## src/rtl/display_pkg.sv

```systemverilog
// rtl/display_pkg.sv - shared segment encodings for the hex display driver
// Holds the active-low seven-segment table for nibbles 0-F (bit 6 = segment g,
// bit 0 = segment a) and the decimal-point drive levels.
package display_pkg;

    // Index 0 is the rightmost element of the concatenation.
    localparam logic [15:0][6:0] SEG_TABLE = {
        7'b0001110,  // F
        7'b0000110,  // E
        7'b0100001,  // d
        7'b1000110,  // C
        7'b0000011,  // b
        7'b0001000,  // A
        7'b0010000,  // 9
        7'b0000000,  // 8
        7'b1111000,  // 7
        7'b0000010,  // 6
        7'b0010010,  // 5
        7'b0011001,  // 4
        7'b0110000,  // 3
        7'b0100100,  // 2
        7'b1111001,  // 1
        7'b1000000   // 0
    };

    localparam logic DP_ON  = 1'b0;
    localparam logic DP_OFF = 1'b1;

endpackage

```

## src/rtl/hex7decoder.sv

```systemverilog
// rtl/hex7decoder.sv - nibble to active-low seven-segment decoder
// Ports:
//   hex  in  4  nibble to display
//   seg  out 7  active-low segments {g,f,e,d,c,b,a}
module hex7decoder
    import display_pkg::*;
(
    input  logic [3:0] hex,
    output logic [6:0] seg
);

    assign seg = SEG_TABLE[hex];

endmodule

```

## src/rtl/display_scan.sv

```systemverilog
// rtl/display_scan.sv - registered multi-channel hex display with rotate, hold and blink
// Ports:
//   CLK      in  1              system clock
//   RESETb   in  1              synchronous active-low reset
//   CH_DATA  in  NUM_CH*DATA_W  packed channels, channel k at [k*DATA_W +: DATA_W]
//   SEL      in  SEL_W          manual channel select
//   MODE     in  1              0 = manual, 1 = auto-rotate on tick
//   HOLDb    in  1              active-low freeze of the displayed value
//   DONE     in  1              controller done flag (steady decimal point)
//   TIME     in  TIME_W         current timestep
//   LED_B    out DATA_W         live value of the selected channel
//   DHEX     out NDIG*7         digit d at [d*7 +: 7], digit 0 = LS nibble
//   THEX     out 8              [6:0] timestep digit, [7] active-low decimal point
//   CH_IDX   out SEL_W          currently selected channel index
module display_scan
    import display_pkg::*;
#(
    parameter  int DATA_W = 10,
    parameter  int NUM_CH = 2,
    parameter  int TIME_W = 2,
    parameter  int DIV    = 25_000_000,
    localparam int NDIG   = (DATA_W + 3) / 4,
    localparam int SEL_W  = (NUM_CH > 1) ? $clog2(NUM_CH) : 1
) (
    input  logic                     CLK,
    input  logic                     RESETb,
    input  logic [NUM_CH*DATA_W-1:0] CH_DATA,
    input  logic [SEL_W-1:0]         SEL,
    input  logic                     MODE,
    input  logic                     HOLDb,
    input  logic                     DONE,
    input  logic [TIME_W-1:0]        TIME,
    output logic [DATA_W-1:0]        LED_B,
    output logic [NDIG*7-1:0]        DHEX,
    output logic [7:0]               THEX,
    output logic [SEL_W-1:0]         CH_IDX
);

    localparam int CNT_W = (DIV > 1) ? $clog2(DIV) : 1;

    logic [CNT_W-1:0]  cnt_q, cnt_d;
    logic              blink_q, blink_d;
    logic [SEL_W-1:0]  idx_q, idx_d;
    logic [DATA_W-1:0] disp_q, disp_d;
    logic [TIME_W-1:0] time_q, time_d;
    logic              done_q, done_d;
    logic              holdb_q, holdb_d;

    logic              tick;
    logic [DATA_W-1:0] ch_sel;
    logic [NDIG*4-1:0] disp_pad;
    logic [3:0]        time_pad;
    logic              dp;

    always_comb begin
        ch_sel = '0;
        for (int k = 0; k < NUM_CH; k++) begin
            if (idx_q == SEL_W'(k)) begin
                ch_sel = CH_DATA[k*DATA_W +: DATA_W];
            end
        end
    end

    assign tick = (cnt_q == CNT_W'(DIV - 1));

    always_comb begin
        cnt_d   = tick ? '0 : cnt_q + 1'b1;
        blink_d = tick ? ~blink_q : blink_q;

        idx_d = idx_q;
        if (NUM_CH == 1) begin
            idx_d = '0;
        end else if (MODE) begin
            if (tick) begin
                idx_d = (idx_q == SEL_W'(NUM_CH - 1)) ? '0 : idx_q + 1'b1;
            end
        end else if (32'(SEL) < NUM_CH) begin
            // An out-of-range manual select leaves the current channel in place.
            idx_d = SEL;
        end

        // Snapshot uses the live HOLDb so the freeze starts on the very next edge.
        disp_d  = HOLDb ? ch_sel : disp_q;
        time_d  = TIME;
        done_d  = DONE;
        holdb_d = HOLDb;
    end

    always_ff @(posedge CLK) begin
        if (!RESETb) begin
            cnt_q   <= '0;
            blink_q <= 1'b0;
            idx_q   <= '0;
            disp_q  <= '0;
            time_q  <= '0;
            done_q  <= 1'b0;
            holdb_q <= 1'b0;
        end else begin
            cnt_q   <= cnt_d;
            blink_q <= blink_d;
            idx_q   <= idx_d;
            disp_q  <= disp_d;
            time_q  <= time_d;
            done_q  <= done_d;
            holdb_q <= holdb_d;
        end
    end

    // DONE outranks the hold blink; blink high lights the point.
    always_comb begin
        if (done_q) begin
            dp = DP_ON;
        end else if (!holdb_q) begin
            dp = ~blink_q;
        end else begin
            dp = DP_OFF;
        end
    end

    assign disp_pad = (NDIG*4)'(disp_q);
    assign time_pad = 4'(time_q);

    for (genvar d = 0; d < NDIG; d++) begin : g_dig
        hex7decoder u_dig (
            .hex (disp_pad[d*4 +: 4]),
            .seg (DHEX[d*7 +: 7])
        );
    end

    hex7decoder u_time (
        .hex (time_pad),
        .seg (THEX[6:0])
    );

    assign THEX[7] = dp;
    assign LED_B   = ch_sel;
    assign CH_IDX  = idx_q;

endmodule

```

## config.mk

```make
export PLATFORM = sky130hd
export DESIGN_NAME = display_scan
export DESIGN_NICKNAME = d
export VERILOG_FILES = /design/src/rtl/display_pkg.sv /design/src/rtl/hex7decoder.sv /design/src/rtl/display_scan.sv
export SDC_FILE = /design/constraint.sdc
export NUM_CORES = 1
export LEC_CHECK = 0
export ABC_AREA = 1
export CAP_MARGIN = 25
export CORE_ASPECT_RATIO = 1.5
export CORE_MARGIN = 1.5
export CORE_UTILIZATION = 50
export CTS_BUF_LIST = sky130_fd_sc_hd__clkbuf_8 sky130_fd_sc_hd__clkbuf_16
export DETAILED_ROUTE_END_ITERATION = 6
export PLACE_DENSITY = 0.8
export REMOVE_ABC_BUFFERS = 1
export SYNTH_ARGS = -nofsm -noshare
export SYNTH_HDL_FRONTEND = slang
export SYNTH_SLANG_ARGS = --single-unit
```

## constraint.sdc

```tcl
create_clock -name CLK -period 4.4 [get_ports CLK]
set_input_delay 0.88 -clock CLK [delete_from_list [all_inputs] [get_ports CLK]]
set_output_delay 0.88 -clock CLK [all_outputs]
set_load 0.03 [all_outputs]
```

==> impl_metrics.env, run 1 <==
export IMPL_grt_pass1_wl_mm=10.7
export IMPL_cts_tree="done"
export IMPL_finalSetupViolCount=0
export IMPL_hold_buffers=0
export IMPL_hold_violations=0
export IMPL_antenna_found_initial=0
export IMPL_yosysSeqAreaShare_pct=36.9
export IMPL_antenna_left=0
export IMPL_port_buffer_count=65
export IMPL_finalCritPeriodShare_pct=71.7
export IMPL_grt_pass1_vias=2655
export IMPL_root_buffer="clkbuf_8"
export IMPL_grt_usage_pct=20.5
export IMPL_clock_sinks=55
export IMPL_mostFrequentLayoutCell="nand2_1"
export IMPL_mostFrequentLayoutCells="nand2_1 (127), nor2_1 (68), clkdlybuf4s50_1 (65), dfxtp_1 (55), inv_1 (41)"
export IMPL_row_count=34
export IMPL_status="finished clean"
export IMPL_tns_ps=0
export IMPL_first_pass_iters=4
export IMPL_syn_area_mm2=0.00299
export IMPL_cpPeakStageDelay_ps=660
export IMPL_die_area_mm2=0.00645
export IMPL_power_density_mw_per_mm2=297
export IMPL_die_y_um=97.6
export IMPL_yosys_warnings=0
export IMPL_wire_per_inst_um=11.0
export IMPL_clk_pin_slew_ps=100
export IMPL_syn_to_final_growth_pct=24.3
export IMPL_synth_edf_count=0
export IMPL_critPathLaunchType="input pin"
export IMPL_drtIter0Drc=95
export IMPL_critPathKind="input pin to primary output"
export IMPL_synthCells=423
export IMPL_synth_seq_cells=55
export IMPL_cp_arrival_ps=2270
export IMPL_worstPathRequired_ps=3520
export IMPL_critical_path_max_fanout=2
export IMPL_slew_violations=0
export IMPL_final_nets=524
export IMPL_postCtsSetupBuffers=0
export IMPL_drive_gt1_share_pct=8.88
export IMPL_start_util_pct=51.6
export IMPL_diodes=0
export IMPL_hp_class="register to register"
export IMPL_clk_latency_ps=310
export IMPL_h_tree_depth=2
export IMPL_cts_buffer_depth=2
export IMPL_cp_common_cell="clkdlybuf4s50_1"
export IMPL_cts_buffers=5
export IMPL_io_pins=68
export IMPL_grt_busiest_layer="met2"
export IMPL_total_power_w=0.00110
export IMPL_grt_max_degree=26
export IMPL_globalRouteMet2Util_pct=39.5
export IMPL_final_setup_worst_slack_ps=1250
export IMPL_dp_final_hpwl_mm=4.93
export IMPL_ys_flop_type="dfxtp_1"
export IMPL_grt_overflow_total=0
export IMPL_pre_cts_slack_ps=1250
export IMPL_finClkSkew_ps=7.71
export IMPL_nFillCells=528
export IMPL_post_synth_num_cell_types=35
export IMPL_fmax_mhz=317
export IMPL_path_buf_inv=3
export IMPL_vias_per_cell=4.89
export IMPL_fin_util_pct=64.1
export IMPL_die_x_um=66.1
export IMPL_worst_setup_path_end_kind="primary output"
export IMPL_slowest_stage="clkdlybuf4s50_1"
export IMPL_maxCapViolCount=0
export IMPL_synth_area_per_cell_um2=7.06
export IMPL_finalWirelength_mm=6.14
export IMPL_async_reset_ff_share_pct=0
export IMPL_cp_cell_sequence="clkdlybuf4s50_1, nand2_1, and2_1, inv_1, clkdlybuf4s50_1"
export IMPL_num_vias=2717
export IMPL_grt_setup_unrepaired="false"
export IMPL_core_area_mm2=0.00579
export IMPL_leakage_nw=1.57
export IMPL_min_period_ps=3150
export IMPL_use_met3_pct=3.82
export IMPL_gr_usage_met1_pct=20.2
export IMPL_whs_ps=471
export IMPL_max_vdd_ir_drop_uv=171
export IMPL_drc=0
export IMPL_place_congestion=0.897
export IMPL_cts_resized=0
export IMPL_path_delay_family="buffers and inverters"
==> stage by stage <==
stage          std cells  instance area, µm²
6_report             556                3710
5_1_grt              556                3710
4_1_cts              556                3710
3_5_place_dp         548                3620
3_3_place_gp         548                3620
2_1_floorplan        411                2880
==> layer usage <==
| layer | wire length, µm | share of wire [%] | vias to the layer above |
|---|---|---|---|
| met3 | 325 | 5.3 | 11 |
| li1 | - | - | 1413 |
| met1 | 2340 | 38 | 1207 |
| met2 | 3330 | 54 | 86 |
| met4 | 146 | 2.4 | 0 |
| met5 | 0 | 0 | - |
==> logic make-up (layout without fill, tap and decap cells) <==
| kind of cell | after synthesis | after routing | share of synthesized area [%] |
|---|---|---|---|
| other | 1 | 2 | 0.126 |
| adders and majority gates | 13 | 13 | 5.45 |
| and+or+nand+nor | 237 | 237 | 34.2 |
| xor gates and xnor gates | 14 | 14 | 4.11 |
| buffers and inverters | 63 | 123 | 10.8 |
| DFF | 55 | 55 | 36.9 |
| AOI/OAI and AO/OA | 39 | 39 | 8.13 |
| muxes | 1 | 1 | 0.377 |
==> sequential cells by signal, indices dropped and copies added (netlist names) <==
name,count
cnt_q,25
g_dig.u_dig.seg,14
disp_q,10
time_q,2
CH_IDX,1
blink_q,1
done_q,1
holdb_q,1
==> final cells by class <==
class	count	area, µm²	share of cell area (%)
tap	72	90.1	2.43
inverter	50	209	5.63
clock buffer	5	68.8	1.85
multi-input combinational	306	1570	42.2
timing repair buffer	65	651	17.5
sequential	55	1100	29.7
clock inverter	3	23.8	0.641
==> synth_stat cells, types with 2 or more instances <==
cell type / count / area share (%)
inv_1: 41 / 5.2
o21ai_2: 6 / 1.8
nor2_1: 68 / 8.5
nand2_4: 2 / 0.75
buf_6: 3 / 1.1
inv_2: 6 / 0.75
xor2_1: 12 / 3.5
ha_1: 13 / 5.4
dfxtp_1: 55 / 37
buf_4: 8 / 2.0
o21ai_0: 8 / 1.3
a21oi_1: 13 / 2.2
nand2_1: 127 / 16
nand3b_1: 5 / 1.3
o21ai_4: 2 / 1.1
nor2_2: 4 / 0.84
nand2_2: 5 / 1.0
nand3_1: 14 / 2.3
o21ai_1: 9 / 1.5
nand4_1: 3 / 0.63
nor2_4: 4 / 1.5
xnor2_1: 2 / 0.59
==> final timing paths <==
kind,startpoint,end,slack [ps],cells after the start
min reg2reg,cnt_q[0],cnt_q[0],470,1
max reg2reg,CH_IDX,g_dig[1].u_dig.seg[3],2360,10
max,CH_DATA[12],LED_B[2],1250,5
min,cnt_q[0],cnt_q[0],470,1
==> power breakdown <==
part           internal, W  leakage [nW]  switching [W]
sequential        0.000526         0.451      0.0000117
combinational     0.000114          1.08       0.000166
clock             0.000114        0.0408       0.000171
Note: power is estimated with default switching activity, not from simulation.
==> run 2: changes to the inputs <==
- CORE_UTILIZATION: 50 -> 45
- PLACE_DENSITY: 0.8 -> 0.76
- clock period: 4.4 -> 2.8 ns (I/O delays scaled with it)
==> run 2 against run 1 <==
  * Worst hold slack lost 3.8 ps
  * Final cell count grew 1.1%
  * Cell area grew 1.2%
  * Register-to-register slack lost 1600 ps
  * Clock power grew 92%
  * Core utilization shrank 5.8 points
  * Sequential power grew 57%
  * Combinational power grew 59%
  * Setup slack lost 990 ps
  * Critical path depth is the same
  * Wire length grew 4.8%
  * Largest power group unchanged
  * Highest routed layer unchanged
==> impl_metrics.env, run 2 (same netlist as run 1, synthesis figures left out) <==
export IMPL_start_util_pct=46.3
export IMPL_grt_setup_unrepaired="false"
export IMPL_num_vias=2679
export IMPL_wl_met1_mm=2.57
export IMPL_die_area_mm2=0.00714
export IMPL_grt_usage_pct=18.8
export IMPL_min_period_ps=2540
export IMPL_first_pass_iters=4
export IMPL_finalSetupViolCount=0
export IMPL_port_buffer_count=65
export IMPL_clock_sinks=55
export IMPL_place_congestion=0.839
export IMPL_r2r_end="g_dig[1].u_dig.seg[3]"
export IMPL_dp_final_hpwl_mm=5.10
export IMPL_cts_buffer_depth=2
export IMPL_max_vdd_ir_drop_uv=266
export IMPL_finalCritPeriodShare_pct=90.8
export IMPL_die_x_um=69.5
export IMPL_core_area_mm2=0.00644
export IMPL_cts_tree="done"
export IMPL_reg2reg_from="CH_IDX"
export IMPL_postCtsSetupBuffers=0
export IMPL_largest_register_ffs=25
export IMPL_clk_latency_ps=300
export IMPL_syn_to_final_growth_pct=25.8
export IMPL_antenna_found_initial=0
export IMPL_drc=0
export IMPL_antenna_left=0
export IMPL_grt_pass1_vias=2458
export IMPL_wire_per_inst_um=11.4
export IMPL_fin_util_pct=58.3
export IMPL_top_layer_used="met4"
export IMPL_io_pins=68
export IMPL_clk_pin_slew_ps=100
export IMPL_diodes=0
export IMPL_maxCapViolCount=0
export IMPL_cp_arrival_ps=1980
export IMPL_slew_violations=0
export IMPL_power_density_mw_per_mm2=489
export IMPL_worst_setup_path_end_kind="primary output"
export IMPL_wl_met2_mm=3.44
export IMPL_mostFrequentLayoutCell="nand2_1"
export IMPL_leakage_nw=1.60
export IMPL_worstPathRequired_ps=2240
export IMPL_hold_violations=0
export IMPL_finalWirelength_mm=6.43
export IMPL_critical_path_max_fanout=13
export IMPL_hp_class="register to register"
export IMPL_mostFrequentLayoutCells="nand2_1 (127), nor2_1 (68), clkdlybuf4s50_1 (65), dfxtp_1 (55), inv_1 (41)"
export IMPL_startpoint="CH_IDX"
export IMPL_rrSetupSlack_ps=720
export IMPL_vias_per_cell=4.77
export IMPL_h_tree_depth=2
export IMPL_wl_met3_um=272
export IMPL_grt_pass1_wl_mm=11.0
export IMPL_final_nets=526
export IMPL_top_register="cnt_q"
export IMPL_status="finished clean"
export IMPL_hold_buffers=0
export IMPL_cts_buffers=5
export IMPL_cts_resized=0
export IMPL_row_count=36
export IMPL_critPathLaunchType="register"
export IMPL_drive_gt1_share_pct=9.26
export IMPL_grt_max_degree=26
export IMPL_grt_overflow_total=0
export IMPL_drtIter0Drc=157
export IMPL_critPathCapture="LED_B[6]"
export IMPL_nFillCells=628
export IMPL_finClkSkew_ps=6.67
export IMPL_total_power_w=0.00184
export IMPL_fmax_mhz=393
export IMPL_reg2regPathDepth=10
export IMPL_die_y_um=103
export IMPL_tns_ps=0
export IMPL_root_buffer="clkbuf_8"
export IMPL_critPathKind="register to primary output"
## run 2: changes by cell type in the layout (fill, tap and decap cells not counted)
cell        change
clkinvlp_4      -2
bufinv_16       +1
buf_4           +2
inv_6           -1
clkbuf_8        +1
clkinv_2        +1
## run 2: cell type report
type / count / area (µm²) / share of cell area (%)
multi-input cells: 306 / 1570 / 41.7
flip-flops and latches: 55 / 1100 / 29.3
repair buffers: 67 / 666 / 17.7
inverters: 50 / 209 / 5.56
well taps: 76 / 95.1 / 2.53
clock buffers: 6 / 82.6 / 2.20
clock inverters: 2 / 35.0 / 0.933
## run 2: how the worst min path moves through the flow
stage              from  endpoint  cells past startpoint
6_report       cnt_q[0]  cnt_q[0]                      1
5_1_grt        cnt_q[0]  cnt_q[0]                      1
4_1_cts        cnt_q[0]  cnt_q[0]                      1
3_5_place_dp   cnt_q[0]  cnt_q[0]                      1
3_3_place_gp   cnt_q[0]  cnt_q[0]                      1
2_1_floorplan  cnt_q[0]  cnt_q[0]                      1
## run 2: worst max-delay path, stage by stage (launching register included)
cell	delay, ps
dfxtp_1	610
inv_2	190
nand2_1	120
and2_4	150
inv_1	40
clkdlybuf4s50_1	580
## run 2: power by group
part	leakage [nW]	internal [W]	switching (W)	total, W
clock network	0.0612	0.000290	0.000258	0.000548
registers	0.451	0.000826	0.0000181	0.000844
logic	1.08	0.000181	0.000263	0.000444
total	1.60	0.00130	0.000539	0.00184
## run 2: stage by stage
stage	worst slack, ps	hold slack [ps]	instance area, µm²	instances
finish	258	467	3750	562
global route	153	484	3750	562
CTS	252	471	3750	562
detailed placement	274	449	3640	554
global placement	282	437	3640	554
floorplan	648	429	2880	411
## run 2: layer usage
layer,track usage [%],vias to the layer above
li1,-,1417
met1,20.1,1182
met2,36.5,66
met3,3.42,14
met4,7.54,0
met5,0,-
==> run 3: changes to the inputs <==
- CORE_UTILIZATION: 45 -> 35
- PLACE_DENSITY: 0.76 -> not set
- clock period: 2.8 -> 2.1 ns (I/O delays scaled with it)
==> run 3 against run 2 <==
  * Sequential share of layout area decreased by 1.2 points
  * Die area increased by 27%
  * Count of clock-buffer cells in the layout decreased by 1
  * Worst hold slack got worse by 8.3 ps
  * Cell area increased by 4.4%
  * Core utilization decreased by 11 points
  * Critical path type unchanged
==> impl_metrics.env, run 3 (same netlist as run 1, synthesis figures left out) <==
export IMPL_grt_max_degree=26
export IMPL_maxCapViolCount=0
export IMPL_p_seq_share_pct=42.1
export IMPL_die_area_mm2=0.00910
export IMPL_clock_sinks=55
export IMPL_finalSetupViolCount=0
export IMPL_num_vias=2711
export IMPL_seqCellArea_mm2=0.00110
export IMPL_grt_pass1_wl_mm=11.9
export IMPL_multi_input_area_mm2=0.00157
export IMPL_grt_pass1_vias=2726
export IMPL_nFillCells=849
export IMPL_final_cells=606
export IMPL_row_count=41
export IMPL_port_buffer_count=65
export IMPL_comb_power_share_pct=22.9
export IMPL_mostFrequentLayoutCells="nand2_1 (127), nor2_1 (68), dfxtp_1 (55), clkdlybuf4s50_1 (52), inv_1 (41)"
export IMPL_drtIter0Drc=83
export IMPL_critPathKind="register to primary output"
export IMPL_slowest_stage="clkdlybuf4s50_1"
export IMPL_hp_class="register to register"
export IMPL_slew_violations=0
export IMPL_vias_per_cell=4.47
export IMPL_hold_buffers=0
export IMPL_largest_register_ffs=25
export IMPL_antenna_left=0
export IMPL_status="finished clean"
export IMPL_hold_violations=0
export IMPL_path_buf_inv=2
export IMPL_finalWirelength_mm=6.96
export IMPL_leakage_nw=1.71
export IMPL_clk_latency_ps=290
export IMPL_min_period_ps=1940
export IMPL_worst_setup_path_end_kind="primary output"
export IMPL_start_util_pct=35.7
export IMPL_dp_final_hpwl_mm=5.67
export IMPL_antenna_found_initial=0
export IMPL_wire_per_inst_um=11.5
export IMPL_path_delay_family="buffers and inverters"
export IMPL_finalCritPeriodShare_pct=92.4
export IMPL_diodes=0
export IMPL_place_congestion=0.874
export IMPL_placed_cells=599
export IMPL_mostFrequentLayoutCell="nand2_1"
export IMPL_clk_pin_slew_ps=70
export IMPL_power_density_mw_per_mm2=683
export IMPL_grt_usage_pct=16.7
export IMPL_core_area_mm2=0.00836
export IMPL_grt_overflow_total=0
export IMPL_grt_setup_unrepaired="false"
export IMPL_cp_arrival_ps=1520
export IMPL_drc=0
export IMPL_cts_buffers=5
export IMPL_die_x_um=78.4
export IMPL_power_switching_w=0.000764
export IMPL_critical_path_max_fanout=3
export IMPL_die_y_um=116
export IMPL_syn_to_final_growth_pct=31.3
export IMPL_worstPathRequired_ps=1680
export IMPL_cp_cell_sequence="inv_1, nand2_1, clkdlybuf4s50_1"
export IMPL_cpPeakStageDelay_ps=690
export IMPL_cts_buffer_depth=2
export IMPL_max_vdd_ir_drop_uv=358
export IMPL_top_register="cnt_q"
export IMPL_finClkSkew_ps=3.72
export IMPL_critPathLaunchType="register"
export IMPL_whs_ps=459
export IMPL_io_pins=68
export IMPL_root_buffer="clkbuf_16"
export IMPL_final_nets=540
export IMPL_drive_gt1_share_pct=13.6
export IMPL_swShare_pct=28.6
export IMPL_first_pass_iters=5
export IMPL_h_tree_depth=2
export IMPL_intPower_w=0.00191
export IMPL_cts_tree="done"
export IMPL_fmax_mhz=515
export IMPL_clkPwrFrac_pct=35.0
-- run 3: changes by cell type in the layout (fill, tap and decap cells not counted), sizes merged --
cell	delta
buf	+24
clkdlybuf4s50	-13
dlygate4sd2	+2
clkbuf	-1
clkinv	-1
clkinvlp	+1
dlymetal6s2s	+1
-- run 3: final cells by class --
type                       instances  area share (%)
multi-input combinational        306            40.0
sequential                        55            28.1
timing repair buffer              81            19.0
inverter                          50            5.33
tap                              107            3.42
clock buffer                       5            3.19
clock inverter                     2           0.958
-- run 3: repair_timing --
item / in CTS / in global routing
buffers inserted: 0 / 0
gates resized for setup: 2 / 1
setup endpoints to repair: 2 / 1
-- run 3: per-layer routing --
metal  up-vias  GRT usage (%)  part of all wire (%)
li1       1440              -                     -
met1      1192           15.8                    38
met2        63           33.0                    55
met3        16           3.67                   4.0
met4         0           9.17                   3.5
met5         -              0                     0
-- run 3: path summary, 6_finish.rpt --
| path | from | end | slack, ps | cells past startpoint |
|---|---|---|---|---|
| min | cnt_q[0] | cnt_q[0] | 460 | 1 |
| min reg2reg | cnt_q[0] | cnt_q[0] | 460 | 1 |
| max reg2reg | CH_IDX | g_dig[0].u_dig.seg[3] | 330 | 10 |
| max | disp_q[8] | DHEX[19] | 160 | 3 |
-- run 3: stage by stage --
stage | setup TNS (ps) | setup slack, ps | total power, W | util [%] | area (µm²)
floorplan | -119 | -51.9 | 0.00150 | - | 2880
global placement | -7.25 | -7.25 | 0.00177 | 44.9 | 3760
detailed placement | -40.9 | -18.4 | 0.00177 | 44.9 | 3760
CTS | 0 | 34.0 | 0.00271 | 46.8 | 3920
global route | 0 | 79.7 | 0.00279 | 46.9 | 3920
finish | 0 | 159 | 0.00268 | 46.9 | 3920
-- run 3: power groups by stage --
stage / clock [W] / sequential [W] / combinational, W
after floorplan: 0 / 0.00122 / 0.000274
after global placement: 0 / 0.00115 / 0.000616
after detailed placement: 0 / 0.00115 / 0.000620
after CTS: 0.000959 / 0.00113 / 0.000620
after global routing: 0.000993 / 0.00113 / 0.000667
final: 0.000936 / 0.00113 / 0.000613
